<file path="config.mk">
export PLATFORM = sky130hd
export DESIGN_NAME = control_seq_flat
export DESIGN_NICKNAME = d
export VERILOG_FILES = /design/src/rtl/control_seq_pkg.sv /design/src/rtl/control_seq_if.sv /design/src/rtl/control_seq_decode.sv /design/src/rtl/control_seq.sv /design/src/flat_wrapper.sv
export SDC_FILE = /design/constraint.sdc
export NUM_CORES = 1
export LEC_CHECK = 0
export ABC_AREA = 1
export BUFFER_PORTS_ARGS = -buffer_cell sky130_fd_sc_hd__buf_2
export CORE_ASPECT_RATIO = 0.9
export CORE_MARGIN = 1.5
export CORE_UTILIZATION = 37
export DETAILED_ROUTE_END_ITERATION = 16
export GPL_TIMING_DRIVEN = 0
export PLACE_DENSITY = 0.64
export RECOVER_POWER = 100
export SETUP_SLACK_MARGIN = 0.02
export SLEW_MARGIN = 20
export SYNTH_ARGS = -nofsm -noshare
export SYNTH_HDL_FRONTEND = slang
export SYNTH_SLANG_ARGS = --single-unit
</file>
<file path="constraint.sdc">
create_clock -name Clk -period 1.9 [get_ports Clk]
set_input_delay 0.38 -clock Clk [delete_from_list [all_inputs] [get_ports Clk]]
set_output_delay 0.38 -clock Clk [all_outputs]
set_load 0.02 [all_outputs]
</file>
<file path="src/rtl/control_seq_pkg.sv">
// Shared opcode, sub-op and branch-condition codes plus the sequencer state
// encoding for the control sequencer.
package ctrl_pkg;
  localparam logic [2:0] ALU_MEM = 3'b010;
  localparam logic [2:0] SET     = 3'b011;
  localparam logic [2:0] MOVI    = 3'b100;
  localparam logic [2:0] MOVO    = 3'b101;
  localparam logic [2:0] BR      = 3'b110;

  localparam logic [1:0] MEM_NOP   = 2'b00;
  localparam logic [1:0] MEM_INPL  = 2'b01;
  localparam logic [1:0] MEM_LOAD  = 2'b10;
  localparam logic [1:0] MEM_STORE = 2'b11;

  localparam logic [1:0] BC_NE = 2'b00;
  localparam logic [1:0] BC_EQ = 2'b01;
  localparam logic [1:0] BC_GT = 2'b10;
  localparam logic [1:0] BC_LT = 2'b11;

  typedef enum logic [1:0] {IDLE, RUN, LOAD_WAIT, HALTED} state_t;
endpackage

</file>
<file path="src/rtl/control_seq_if.sv">
// Instruction/flag inputs and datapath control outputs of the sequencer.
interface control_seq_if #(
  parameter int IW  = 9,
  parameter int RSW = 4,
  parameter int TW  = 6
);
  logic          Start;
  logic [IW-1:0] Instruction;
  logic          InstrValid;
  logic          Eq, Gt, Lt, FlagWe;
  logic          BranchEn, MemRead, MemWrite, Imm, RegWrite, Inplace, Move;
  logic [RSW-1:0] RegSel;
  logic [3:0]    MoveFrom;
  logic [TW-1:0] TargSel;
  logic          PcEn, Stall, Done;

  modport master (
    output Start, Instruction, InstrValid, Eq, Gt, Lt, FlagWe,
    input  BranchEn, MemRead, MemWrite, Imm, RegWrite, Inplace, Move,
           RegSel, MoveFrom, TargSel, PcEn, Stall, Done
  );
  modport slave (
    input  Start, Instruction, InstrValid, Eq, Gt, Lt, FlagWe,
    output BranchEn, MemRead, MemWrite, Imm, RegWrite, Inplace, Move,
           RegSel, MoveFrom, TargSel, PcEn, Stall, Done
  );
endinterface

</file>
<file path="src/rtl/control_seq_decode.sv">
// Pure combinational decode of one instruction word against the latched flags.
module ctrl_decode
  import ctrl_pkg::*;
#(
  parameter int IW  = 9,
  parameter int RSW = 4,
  parameter int TW  = 6
) (
  input  logic [IW-1:0]  instr,
  input  logic           eqr, gtr, ltr,
  output logic           branch_en, mem_read, mem_write, imm, reg_write, inplace, move,
  output logic [RSW-1:0] reg_sel,
  output logic [3:0]     move_from,
  output logic [TW-1:0]  targ_sel,
  output logic           pc_en, is_load, is_halt
);
  logic [2:0] op;
  logic [1:0] sub;
  logic       take;

  assign op  = instr[IW-1:IW-3];
  assign sub = instr[5:4];

  always_comb begin
    case (sub)
      BC_NE:   take = !eqr;
      BC_EQ:   take = eqr;
      BC_GT:   take = gtr;
      default: take = ltr;
    endcase
  end

  always_comb begin
    branch_en = 1'b0; mem_read = 1'b0; mem_write = 1'b0; imm = 1'b0;
    reg_write = 1'b1; inplace = 1'b0; move = 1'b0;
    reg_sel   = instr[RSW-1:0];
    move_from = '0;
    targ_sel  = '0;
    pc_en     = 1'b1;
    is_load   = 1'b0;
    is_halt   = 1'b0;
    // all-ones word is halt and overrides opcode 111 decoding
    if (&instr) begin
      reg_write = 1'b0; reg_sel = '0; pc_en = 1'b0; is_halt = 1'b1;
    end else begin
      case (op)
        ALU_MEM: case (sub)
          MEM_LOAD:  begin mem_read = 1'b1; is_load = 1'b1; end
          MEM_STORE: begin mem_write = 1'b1; reg_write = 1'b0; end
          MEM_INPL:  inplace = 1'b1;
          default:   ;
        endcase
        SET: begin imm = 1'b1; reg_sel = '0; end
        MOVI: begin
          move = 1'b1; reg_sel = {{(RSW-1){1'b0}}, instr[1]}; move_from = instr[5:2];
        end
        MOVO: begin move = 1'b1; move_from = {3'b000, instr[5]}; end
        BR: begin
          reg_write = 1'b0;
          if (take) begin branch_en = 1'b1; targ_sel = instr[TW-1:0]; end
        end
        default: ;
      endcase
    end
  end
endmodule

</file>
<file path="src/rtl/control_seq.sv">
// Control sequencer: run/halt FSM, multi-cycle load wait, compare-flag
// registers and destination capture around the ctrl_decode block.
module control_seq
  import ctrl_pkg::*;
#(
  parameter int IW       = 9,
  parameter int RSW      = 4,
  parameter int TW       = 6,
  parameter int LOAD_LAT = 2
) (
  input  logic        Clk,
  input  logic        Reset,
  control_seq_if.slave bus
);
  state_t         state, nxt;
  logic [2:0]     cnt;
  logic           eqr, gtr, ltr, done, ld_go;
  logic [RSW-1:0] cap_rs;

  logic           d_br, d_mr, d_mw, d_imm, d_rw, d_inp, d_mv, d_pc, d_load, d_halt;
  logic [RSW-1:0] d_rs;
  logic [3:0]     d_mf;
  logic [TW-1:0]  d_ts;

  ctrl_decode #(.IW(IW), .RSW(RSW), .TW(TW)) u_dec (
    .instr(bus.Instruction), .eqr(eqr), .gtr(gtr), .ltr(ltr),
    .branch_en(d_br), .mem_read(d_mr), .mem_write(d_mw), .imm(d_imm),
    .reg_write(d_rw), .inplace(d_inp), .move(d_mv), .reg_sel(d_rs),
    .move_from(d_mf), .targ_sel(d_ts), .pc_en(d_pc), .is_load(d_load),
    .is_halt(d_halt)
  );

  always_ff @(posedge Clk or posedge Reset) begin
    if (Reset) begin
      state  <= IDLE;
      cnt    <= '0;
      eqr    <= 1'b0; gtr <= 1'b0; ltr <= 1'b0;
      cap_rs <= '0;
      done   <= 1'b0;
    end else begin
      state <= nxt;
      done  <= (nxt == HALTED);
      if (bus.FlagWe) begin
        eqr <= bus.Eq; gtr <= bus.Gt; ltr <= bus.Lt;
      end
      if (ld_go) begin
        cnt    <= 3'(LOAD_LAT);
        cap_rs <= d_rs;
      end else if (state == LOAD_WAIT) begin
        cnt <= cnt - 3'd1;
      end
    end
  end

  always_comb begin
    nxt          = state;
    ld_go        = 1'b0;
    bus.BranchEn = 1'b0; bus.MemRead = 1'b0; bus.MemWrite = 1'b0; bus.Imm = 1'b0;
    bus.RegWrite = 1'b0; bus.Inplace = 1'b0; bus.Move = 1'b0;
    bus.RegSel   = '0;   bus.MoveFrom = '0;  bus.TargSel = '0;
    bus.PcEn     = 1'b0; bus.Stall = 1'b0;
    case (state)
      IDLE, HALTED: if (bus.Start) nxt = RUN;
      RUN: if (bus.InstrValid) begin
        bus.BranchEn = d_br;  bus.MemRead = d_mr; bus.MemWrite = d_mw; bus.Imm = d_imm;
        bus.RegWrite = d_rw;  bus.Inplace = d_inp; bus.Move = d_mv;
        bus.RegSel   = d_rs;  bus.MoveFrom = d_mf; bus.TargSel = d_ts;
        bus.PcEn     = d_pc;
        if (d_halt) begin
          nxt = HALTED;
        end else if (d_load && (LOAD_LAT > 0)) begin
          // first load cycle only issues the read; writeback waits for data
          bus.RegWrite = 1'b0; bus.PcEn = 1'b0; bus.Stall = 1'b1;
          ld_go = 1'b1;
          nxt   = LOAD_WAIT;
        end
      end
      LOAD_WAIT: begin
        bus.MemRead = 1'b1;
        bus.RegSel  = cap_rs;
        if (cnt == 3'd1) begin
          bus.RegWrite = 1'b1; bus.PcEn = 1'b1; nxt = RUN;
        end else begin
          bus.Stall = 1'b1;
        end
      end
      default: nxt = IDLE;
    endcase
  end

  assign bus.Done = done;
endmodule

</file>
<file path="src/flat_wrapper.sv">
// flat-port wrapper written by rule: the top's interface ports become plain ports
module control_seq_flat import ctrl_pkg::*;
#(
  parameter int IW       = 9,
  parameter int RSW      = 4,
  parameter int TW       = 6,
  parameter int LOAD_LAT = 2
)
  (Clk, Reset, bus_Start, bus_Instruction, bus_InstrValid, bus_Eq, bus_Gt, bus_Lt, bus_FlagWe, bus_BranchEn, bus_MemRead, bus_MemWrite, bus_Imm, bus_RegWrite, bus_Inplace, bus_Move, bus_RegSel, bus_MoveFrom, bus_TargSel, bus_PcEn, bus_Stall, bus_Done);
  control_seq_if #(.IW(IW), .RSW(RSW), .TW(TW)) bus_i ();
  input  logic Clk;
  input  logic Reset;
  input wire logic [$bits(bus_i.Start)-1:0] bus_Start;
  input wire logic [$bits(bus_i.Instruction)-1:0] bus_Instruction;
  input wire logic [$bits(bus_i.InstrValid)-1:0] bus_InstrValid;
  input wire logic [$bits(bus_i.Eq)-1:0] bus_Eq;
  input wire logic [$bits(bus_i.Gt)-1:0] bus_Gt;
  input wire logic [$bits(bus_i.Lt)-1:0] bus_Lt;
  input wire logic [$bits(bus_i.FlagWe)-1:0] bus_FlagWe;
  output wire logic [$bits(bus_i.BranchEn)-1:0] bus_BranchEn;
  output wire logic [$bits(bus_i.MemRead)-1:0] bus_MemRead;
  output wire logic [$bits(bus_i.MemWrite)-1:0] bus_MemWrite;
  output wire logic [$bits(bus_i.Imm)-1:0] bus_Imm;
  output wire logic [$bits(bus_i.RegWrite)-1:0] bus_RegWrite;
  output wire logic [$bits(bus_i.Inplace)-1:0] bus_Inplace;
  output wire logic [$bits(bus_i.Move)-1:0] bus_Move;
  output wire logic [$bits(bus_i.RegSel)-1:0] bus_RegSel;
  output wire logic [$bits(bus_i.MoveFrom)-1:0] bus_MoveFrom;
  output wire logic [$bits(bus_i.TargSel)-1:0] bus_TargSel;
  output wire logic [$bits(bus_i.PcEn)-1:0] bus_PcEn;
  output wire logic [$bits(bus_i.Stall)-1:0] bus_Stall;
  output wire logic [$bits(bus_i.Done)-1:0] bus_Done;
  assign bus_i.Start = bus_Start;
  assign bus_i.Instruction = bus_Instruction;
  assign bus_i.InstrValid = bus_InstrValid;
  assign bus_i.Eq = bus_Eq;
  assign bus_i.Gt = bus_Gt;
  assign bus_i.Lt = bus_Lt;
  assign bus_i.FlagWe = bus_FlagWe;
  assign bus_BranchEn = bus_i.BranchEn;
  assign bus_MemRead = bus_i.MemRead;
  assign bus_MemWrite = bus_i.MemWrite;
  assign bus_Imm = bus_i.Imm;
  assign bus_RegWrite = bus_i.RegWrite;
  assign bus_Inplace = bus_i.Inplace;
  assign bus_Move = bus_i.Move;
  assign bus_RegSel = bus_i.RegSel;
  assign bus_MoveFrom = bus_i.MoveFrom;
  assign bus_TargSel = bus_i.TargSel;
  assign bus_PcEn = bus_i.PcEn;
  assign bus_Stall = bus_i.Stall;
  assign bus_Done = bus_i.Done;
  control_seq #(.IW(IW), .RSW(RSW), .TW(TW), .LOAD_LAT(LOAD_LAT)) u_core (.Clk(Clk), .Reset(Reset), .bus(bus_i));
endmodule
</file>
==> tab_implementation.tex <==
\begin{tabular}{lr}
\hline
Metric & Value \\
\hline
\multicolumn{2}{l}{\textbf{Global route}} \\
Maximum number of pins on one net before global-route repair & 14 \\
Overall global routing resource usage & 20.01\% \\
Number of antenna violations at the first check in global routing & 0 \\
Via count of the first global-routing pass & 1163 \\
First-pass GRT wire length & 4.802 mm \\
Total grt overflow & 0 \\
\multicolumn{2}{l}{\textbf{Critical path}} \\
Cells on worst reg2reg path & 10 \\
CP Max Fanout & 7 \\
Cell with the largest stage delay on the worst path & sky130\_fd\_sc\_hd\_\_dfrtp\_1 \\
Required time reported for the critical path endpoint & 1.52 ns \\
Setup Crit Path Kind & flop to primary output \\
Max incr delay on CP & 0.39 ns \\
Arr. time, crit path & 1.61 ns \\
Kind of capture point of the worst setup path & primary output \\
Cells along the critical path & inv\_2, ha\_4, nand2\_4, inv\_4, nand2\_4, inv\_4, nand3\_4, nor2\_2, buf\_4 \\
Startpoint types & flop \\
\multicolumn{2}{l}{\textbf{Power}} \\
IR drop worst, VDD & 0.4602 mV \\
Power consumption & 1288 µW \\
Pleak & 0.0008662 µW \\
Cell area power density & 783.3 nW/µm² \\
\multicolumn{2}{l}{\textbf{Route}} \\
Drt wl/cell & 13.12 µm \\
Number of violations reported at the end of detailed-routing iteration 0 & 44 \\
Total number of vias & 1263 \\
DRT antenna net count & 0 \\
Routed Wire Length & 3.240 mm \\
Via density per instance & 5.113 \\
Number of iterations in the first detailed-routing pass & 4 \\
Post-route DRC & 0 \\
\multicolumn{2}{l}{\textbf{CTS}} \\
Clock tree from TritonCTS & built \\
Cell chosen for the clock root & sky130\_fd\_sc\_hd\_\_clkbuf\_4 \\
Hold buffer count at CTS & 0 \\
Num CTS Buffers & 3 \\
CTS clock-pin slew for the worst setup and hold paths & 0.08 ns \\
Clock sink count & 13 \\
Buffer levels on the longest clock path & 2 \\
Clock latency of the later-clocked register in the worst-skew pair & 0.28 ns \\
Max H-tree Level & 1 \\
\multicolumn{2}{l}{\textbf{Timing}} \\
Share of the clock period used by the worst path after layout & 104.6\% \\
Min cycle time layout & 1.987 ns \\
Skew final & 0.002661 ns \\
Final hold vios & 0 \\
Hold slack final & 0.1093 ns \\
Slew at the pin closest to its max-slew limit & 0.5095 ns \\
Highest clock rate & 503.2 MHz \\
Number of slew-limit violations in the final report & 0 \\
Setup repair after global routing missed its margin & true \\
Tightest slew margin relative to the limit & 65.99\% \\
Final worst-path setup slack & -0.08716 ns \\
Final setup fails & 19 \\
\multicolumn{2}{l}{\textbf{Finish}} \\
Post-route design area & 1644 µm² \\
Commonest non-fill, non-tap cell in the layout & sky130\_fd\_sc\_hd\_\_buf\_4 \\
Area Growth Syn to Fin & 58.12\% \\
Final-stage net count & 239 \\
Ant diodes & 0 \\
Share of layout cells above drive strength 1 & 47.93\% \\
Most frequent cells in the layout & sky130\_fd\_sc\_hd\_\_buf\_4, sky130\_fd\_sc\_hd\_\_nand2\_1, sky130\_fd\_sc\_hd\_\_inv\_1 \\
\multicolumn{2}{l}{\textbf{Die}} \\
Overall die height & 53.29 µm \\
Die width & 58.88 µm \\
Row cnt & 18 \\
Number of ports placed on the die boundary & 41 \\
Floorplan core area & 2703 µm² \\
Effective utilization at floorplan & 38.47\% \\
Die area & 3138 µm² \\
\multicolumn{2}{l}{\textbf{Run status}} \\
Outcome & complete, but fails checks \\
Violations in the final reports & setup timing \\
\multicolumn{2}{l}{\textbf{Logic synthesis}} \\
Share of the yosys chip area belonging to registers & 31.29\% \\
Average footprint of a synthesized cell & 6.623 µm² \\
Synthesized Nets & 178 \\
Number of warnings reported in the yosys synthesis log & 0 \\
Number of cells produced by synthesis & 157 \\
Cell variety after synth & 22 \\
Synthesized cell area & 1040 µm² \\
FF+latch count, synth & 13 \\
\multicolumn{2}{l}{\textbf{Flow run}} \\
Max-capacitance violation count & 0 \\
\multicolumn{2}{l}{\textbf{Placement}} \\
Final HPWL DP & 2.117 mm \\
Area of placed instances & 1279 µm² \\
RePlAce Congestion & 0.8182 \\
Quantity of I/O buffers inserted on ports & 39 \\
\multicolumn{2}{l}{\textbf{Worst hold path}} \\
Class of the most critical hold timing path & primary input to async pin \\
\hline
\end{tabular}
==> per-layer routing <==
layer  routed length, µm  share of wire, %  vias up  track usage [%]
li1                    -                 -      619                -
met1                1324                41      611            22.29
met2                1757                54       33            38.70
met3                 158               4.9        0            5.134
met4                   0                 0        0            2.652
met5                   0                 0        -                0
==> through the flow <==
step | setup slack (ns) | setup TNS [ns] | utilization (%) | instances
floorplan | 0.08200 | 0 | - | 157
global placement | -0.06847 | -0.4975 | 47.31 | 226
detailed placement | -0.08346 | -0.5911 | 47.31 | 226
CTS | -0.06174 | -0.2259 | 58.29 | 245
global route | -0.1623 | -2.452 | 60.83 | 247
finish | -0.08716 | -0.8305 | 60.83 | 247
==> sequential cells by signal (all words and copies together), names as in the netlist <==
register / count
u_core.bus.Done: 1
u_core.cap_rs: 4
u_core.cnt: 3
u_core.eqr: 1
u_core.gtr: 1
u_core.ltr: 1
u_core.state: 2
==> layout make-up <==
| cell class | count | area, µm² |
|---|---|---|
| flip-flops and latches | 13 | 326.6 |
| well taps | 30 | 37.54 |
| clock buffers | 4 | 26.28 |
| fillers | 245 | 1059 |
| multi-input cells | 109 | 708.2 |
| inverters | 32 | 128.9 |
| repair buffers | 57 | 395.4 |
| plain buffers | 2 | 21.27 |
==> final timing paths <==
path	start	end	slack, ns
min in group Clk	bus_Gt	u_core.gtr	0.30
worst max-delay path	u_core.state[1]	bus_TargSel[3]	-0.09
worst max register to register	u_core.state[0]	u_core.bus.Done	0.41
max in group asynchronous	Reset	u_core.state[0]	1.42
worst min-delay path	Reset	u_core.cnt[0]	0.11
worst min register to register	u_core.cap_rs[3]	u_core.cap_rs[3]	0.49
==> cell usage after synthesis <==
master | number | area share, %
sky130_fd_sc_hd__dfrtp_1 | 13 | 31
sky130_fd_sc_hd__nand2_1 | 37 | 13
sky130_fd_sc_hd__buf_4 | 1 | 0.72
sky130_fd_sc_hd__nor2_1 | 15 | 5.4
sky130_fd_sc_hd__nor2_4 | 2 | 2.2
sky130_fd_sc_hd__mux2_2 | 1 | 1.1
sky130_fd_sc_hd__xor2_1 | 1 | 0.84
sky130_fd_sc_hd__nand4_4 | 1 | 2.0
sky130_fd_sc_hd__nor3_1 | 3 | 1.4
sky130_fd_sc_hd__clkbuf_1 | 2 | 0.72
sky130_fd_sc_hd__inv_1 | 29 | 10
sky130_fd_sc_hd__nor4_1 | 2 | 1.2
sky130_fd_sc_hd__nand4_1 | 3 | 1.8
sky130_fd_sc_hd__o211ai_1 | 1 | 0.72
sky130_fd_sc_hd__ha_1 | 4 | 4.8
sky130_fd_sc_hd__a21oi_1 | 9 | 4.3
sky130_fd_sc_hd__inv_2 | 3 | 1.1
sky130_fd_sc_hd__nand3_2 | 3 | 2.9
sky130_fd_sc_hd__o21ai_0 | 11 | 5.3
sky130_fd_sc_hd__nor2_2 | 2 | 1.2
sky130_fd_sc_hd__nand3_1 | 11 | 5.3
sky130_fd_sc_hd__nand2_2 | 3 | 1.8
==> what timing repair did <==
item                                    CTS  global route
endpoints found under the setup margin   22            22
pin swaps                                12             6
resized for setup                        46            18
setup buffers                            16             2
==> critical path, delay by kind of cell (launching register included) <==
kind                     cells  cell delay (ns)
buffers and inverters        4             0.38
AND/OR/NAND/NOR              4             0.40
adder cells (fa/ha/maj)      1             0.14
flip-flops                   1             0.39
==> report_power, final <==
group	total (µW)	switching [µW]	leakage [µW]	internal, µW
clock network	177	95.5	0.0000150	81.6
registers	387	48.7	0.000165	338
logic	724	410	0.000687	314
total	1290	554	0.000866	734
==> cell families after synthesis <==
family | share of synthesized area [%]
and+or+nand+nor | 38.63
buffers and inverters | 13.00
muxes | 1.083
AOI/OAI and AO/OA | 10.35
adders and majority gates | 4.814
xor gates and xnor gates | 0.8425
DFF | 31.29
(Power assumes the default switching activity.)
